`src/rtl/dot_accum_pkg.sv`:
```
// Shared constants and types for the dot_accum streaming dot-product engine.
// Default widths match the 25x25 signed multiplier that feeds this block.
package dot_accum_pkg;

  localparam int PROD_W_DEF = 50;
  localparam int ACC_W_DEF  = 64;
  localparam int CNT_W_DEF  = 8;

  typedef enum logic {
    ACCUM = 1'b0,
    FULL  = 1'b1
  } state_e;

  localparam logic [ACC_W_DEF-1:0] ACC_MAX = {1'b0, {(ACC_W_DEF-1){1'b1}}};
  localparam logic [ACC_W_DEF-1:0] ACC_MIN = {1'b1, {(ACC_W_DEF-1){1'b0}}};

endpackage

```
`src/rtl/dot_accum_sat_add.sv`:
```
// Combinational saturating signed add of a product onto the accumulator.
// Overflow is detected from the two top bits of the one-bit-wider sum.
module sat_add
  import dot_accum_pkg::*;
#(
  parameter int ACC_W  = ACC_W_DEF,
  parameter int PROD_W = PROD_W_DEF
) (
  input  logic [ACC_W-1:0]  acc,
  input  logic [PROD_W-1:0] prod,
  output logic [ACC_W-1:0]  sum,
  output logic              ovf
);

  logic [ACC_W:0] acc_ext;
  logic [ACC_W:0] prod_ext;
  logic [ACC_W:0] wide;

  assign acc_ext  = {acc[ACC_W-1], acc};
  assign prod_ext = {{(ACC_W+1-PROD_W){prod[PROD_W-1]}}, prod};
  assign wide     = acc_ext + prod_ext;
  assign ovf      = wide[ACC_W] ^ wide[ACC_W-1];

  // The extra top bit holds the true sign, so it picks which rail to clamp to.
  always_comb begin
    sum = wide[ACC_W-1:0];
    if (ovf) begin
      if (wide[ACC_W]) sum = {1'b1, {(ACC_W-1){1'b0}}};
      else             sum = {1'b0, {(ACC_W-1){1'b1}}};
    end
  end

endmodule

```
`src/rtl/dot_accum.sv`:
```
// Streaming saturating dot-product accumulator with valid/ready on both sides.
// The result register is a single skid-free slot; in_ready follows its drain.
module dot_accum
  import dot_accum_pkg::*;
#(
  parameter int PROD_W = PROD_W_DEF,
  parameter int ACC_W  = ACC_W_DEF,
  parameter int CNT_W  = CNT_W_DEF
) (
  input  logic              clk,
  input  logic              rst,
  input  logic              in_valid,
  output logic              in_ready,
  input  logic [PROD_W-1:0] in_prod,
  input  logic              in_last,
  output logic              out_valid,
  input  logic              out_ready,
  output logic [ACC_W-1:0]  out_acc,
  output logic [CNT_W-1:0]  out_count,
  output logic              out_sat
);

  state_e           state;
  state_e           state_next;
  logic [ACC_W-1:0] acc;
  logic [ACC_W-1:0] sum;
  logic [CNT_W-1:0] cnt;
  logic [CNT_W-1:0] cnt_next;
  logic             sat;
  logic             ovf;
  logic             acc_fire;
  logic             out_fire;

  assign out_valid = (state == FULL);
  assign in_ready  = !out_valid || out_ready;
  assign acc_fire  = in_valid && in_ready;
  assign out_fire  = out_valid && out_ready;
  assign cnt_next  = (&cnt) ? cnt : cnt + CNT_W'(1);

  sat_add #(
    .ACC_W (ACC_W),
    .PROD_W(PROD_W)
  ) u_sat_add (
    .acc (acc),
    .prod(in_prod),
    .sum (sum),
    .ovf (ovf)
  );

  // A new last beat refills the slot even while it drains, keeping FULL.
  always_comb begin
    state_next = state;
    if (acc_fire && in_last) state_next = FULL;
    else if (out_fire)       state_next = ACCUM;
  end

  always_ff @(posedge clk or posedge rst) begin
    if (rst) begin
      state     <= ACCUM;
      acc       <= '0;
      cnt       <= '0;
      sat       <= 1'b0;
      out_acc   <= '0;
      out_count <= '0;
      out_sat   <= 1'b0;
    end else begin
      state <= state_next;
      if (acc_fire) begin
        if (in_last) begin
          out_acc   <= sum;
          out_count <= cnt_next;
          out_sat   <= sat | ovf;
          acc       <= '0;
          cnt       <= '0;
          sat       <= 1'b0;
        end else begin
          acc <= sum;
          cnt <= cnt_next;
          sat <= sat | ovf;
        end
      end
    end
  end

endmodule

```
`config.mk`:
```
export PLATFORM = sky130hd
export DESIGN_NAME = dot_accum
export DESIGN_NICKNAME = d
export VERILOG_FILES = /design/src/rtl/dot_accum_pkg.sv /design/src/rtl/dot_accum_sat_add.sv /design/src/rtl/dot_accum.sv
export SDC_FILE = /design/constraint.sdc
export NUM_CORES = 1
export LEC_CHECK = 0
export BUFFER_PORTS_ARGS = -buffer_cell sky130_fd_sc_hd__buf_2
export CORE_AREA = 2 2 154 156
export DETAILED_ROUTE_END_ITERATION = 8
export DIE_AREA = 0 0 156 158
export GPL_ROUTABILITY_DRIVEN = 0
export GPL_TIMING_DRIVEN = 1
export PLACE_DENSITY_LB_ADDON = 0.15
export SYNTH_ARGS = -nofsm -noshare
export SYNTH_HDL_FRONTEND = slang
export SYNTH_SLANG_ARGS = --single-unit
```
`constraint.sdc`:
```
create_clock -name clk -period 4.1 [get_ports clk]
set_input_delay 0.205 -clock clk [delete_from_list [all_inputs] [get_ports clk]]
set_output_delay 0.205 -clock clk [all_outputs]
set_load 0.01 [all_outputs]
```
==> impl_metrics.yaml <==
grt:
  grt_pass1_vias: 9515
  grt.overflow.total: 0
  antenna_found_initial: 0
  grt_pass1_wl_mm: 52.5
  grt_max_degree: 148
  track_usage: 0.272
logic_synthesis:
  synth.distinct_cells: 74
  avgSynthCellArea_um2: 8.39
  synth.top_cell.area_share: 0.359
  ys_seq_elements: 147
  synth_seq_area_share: 0.359
  synth_ff_type: "dfrtp_1"
  netlist_top_cells_area: "dfrtp_1, ha_1, o21ai_0"
  yosys_warnings: 0
  synth_cells: 1222
  yosys.area.top_type: "dfrtp_1"
  synth_nets: 1343
  mappedNetlistArea_um2: 10300
  synth_edf_count: 0
  async_flop_share: 1.00
timing:
  worstMarginPinSlew_ps: 996
  fin_skew_ps: 15.4
  setup_viol: 0
  fmax_mhz: 259
  hold_viol: 0
  fin_crit_sh: 0.941
  rsz0062_at_grt: "no"
  relSlewSlack: 0.336
  final.setup.tns_ps: 0
  maxSlewViolCount: 0
  min_period_ps: 3860
setup_path:
  slowest_delay_ps: 480
  crit_path_end_kind: "register"
  cp_max_fo: 33
  path_buf_inv: 1
  cpLargestDelayFamily: "compound AO/OA/AOI/OAI gates"
  cp.required_ps: 4470
  path_cells: "ha_1 > nand4_1 > o22ai_1 > o21ai_0 > o211ai_1 > a211oi_2 > a2111oi_0 > a31o_1 > buf_4 > and2_4 > a221o_1"
  start_kind: "register"
  worstPathArrival_ps: 4230
  critPathKind: "register to register"
  cpMaxStageDelayCell: "a2111oi_0"
floorplanning:
  initial_utilization: 0.445
  dieWidth_um: 156
  die_area_um2: 24600
  ios: 130
  die_height_um: 158
  rows: 56
  core_area_um2: 23100
power_and_ir_drop:
  powerDensity_nw_per_um2: 833
  ir_drop_uv: 317
  p_total_mw: 9.86
  p_leak_nw: 5.48
cells_and_area:
  final-instance-count-excl-fill: 1632
  nets: 1450
  drive_above_1_share: 0.164
  final_common_cell: "nand2_1"
  syn2layout_area_growth_pct: 15.5
  fill_cells: 2220
  final_cell_mix: "nand2_1, dfrtp_1, buf_2"
  multi_input_area_um2: 6170
  seq_area_um2: 3680
  antenna_cells: 0
placement:
  dp_cells: 1600
  dp_hpwl_mm: 24.4
  numPortBuffers: 129
clock_tree:
  cts_made_buffers: 17
  clk_pin_slew_ps: 60
  cts_buffer_depth: 2
  htreeDepth: 4
  clkSinkCount: 147
  cts_hold_buf: 0
  ctsRootBufferMaster: "clkbuf_16"
  clock_latency_ps: 440
  post_cts_buffers: 0
  cts_tree: "built"
detailed_routing:
  wl_per_cell_um: 20.2
  vias: 9914
  viasPerCell: 6.07
  wl_mm: 32.9
  drt_pass1_iterations: 6
  drtIter0Drc: 983
  drc: 0
  antenna_left: 0
min_path:
  hold_class: "input port to asynchronous set/reset pin"
flow_run:
  cap_violations: 0
run_status:
  outcome: "finished clean"
[per-stage QoR]
stage / hold WS (ps) / setup slack [ps] / area [um2] / utilization
2_1_floorplan: 454 / 838 / 10300 / -
4_1_cts: 73.2 / 110 / 11800 / 0.513
3_5_place_dp: 466 / 199 / 11200 / 0.486
5_1_grt: 120 / 50.4 / 11800 / 0.514
3_3_place_gp: 456 / 388 / 11200 / 0.486
6_report: 21.4 / 240 / 11800 / 0.514
[cells by family (layout without fill, tap and decap cells)]
kind of cell,after synthesis,in the layout,share of synthesized area
XOR/XNOR,54,54,0.0461
adder cells (fa/ha/maj),68,68,0.0832
multiplexers,7,7,0.00707
buffers and inverters,97,217,0.0421
flip-flops,147,147,0.359
AO/OA/AOI/OAI,423,423,0.275
AND/OR/NAND/NOR,426,426,0.188
[final timing paths]
| kind | slack [ps] | end | cells after the start | start |
|---|---|---|---|---|
| setup / recovery | 240 | acc[4]$_DFFE_PP0P_ | 11 | acc[22]$_DFFE_PP0P_ |
| hold reg to reg | 470 | out_acc[16]$_DFFE_PP0P_ | 2 | out_acc[16]$_DFFE_PP0P_ |
| setup reg to reg | 240 | acc[4]$_DFFE_PP0P_ | 11 | acc[22]$_DFFE_PP0P_ |
| max in group asynchronous | 3500 | out_acc[36]$_DFFE_PP0P_ | 3 | rst |
| min in group clk | 120 | cnt[0]$_DFFE_PP0P_ | 2 | in_last |
| hold / removal | 20 | out_count[4]$_DFFE_PP0P_ | 3 | rst |
[state kept, by name, indices dropped and copies added (netlist names)]
signal     flops
out_count      8
out_acc       64
out_sat        1
acc           64
out_valid      1
cnt            8
sat            1
[worst reg2reg max path, cell delays in order (launching register included)]
cell	delay (ps)
dfrtp_1	390
ha_1	470
nand4_1	250
o22ai_1	300
o21ai_0	160
o211ai_1	390
a211oi_2	210
a2111oi_0	490
a31o_1	290
buf_4	200
and2_4	440
a221o_1	210
[Yosys cell counts, types with 6 or more instances]
| cell | count |
|---|---|
| a21oi_1 | 110 |
| dfrtp_1 | 147 |
| o22a_1 | 7 |
| nand2b_1 | 9 |
| o211ai_1 | 16 |
| and2_1 | 8 |
| clkbuf_1 | 48 |
| inv_1 | 21 |
| ha_1 | 65 |
| o21ai_0 | 121 |
| nand3_1 | 26 |
| a211oi_1 | 8 |
| buf_2 | 18 |
| a41oi_1 | 6 |
| o31a_1 | 6 |
| a221o_1 | 32 |
| a21o_1 | 27 |
| nor2_1 | 114 |
| nor3_1 | 35 |
| o21bai_1 | 15 |
| o21a_1 | 10 |
| nand4_1 | 27 |
| xor2_1 | 25 |
| a211o_1 | 6 |
| nor4_1 | 8 |
| nand2_1 | 158 |
| buf_6 | 6 |
| a31oi_1 | 6 |
| o31ai_1 | 10 |
| xnor2_1 | 29 |
| and3_1 | 12 |
[where the power goes]
group	total (mW)	internal, mW	switching [mW]
sequential	2.45	2.07	0.376
combinational	5.69	2.20	3.50
clock	1.73	1.04	0.684
[cell type report]
class                   count  share of cell area
inverters                  22             0.00729
clock inverters            11              0.0146
multi-input cells         978               0.521
repair buffers            163              0.0781
well taps                 290              0.0306
flip-flops and latches    147               0.310
clock buffers              21              0.0380
[layer usage]
layer,vias up,share of wire,track usage
met5,-,0,0
met4,0,0.031,0.0926
met3,76,0.058,0.0375
met2,409,0.45,0.435
met1,4714,0.46,0.381
li1,4715,-,-
[what timing repair did]
action                                  4_1_cts  5_1_grt
endpoints found under the setup margin        0       92
hold endpoints to repair                      0        0
resized for setup                             0        2
Power figures use the tool's default switching activity.
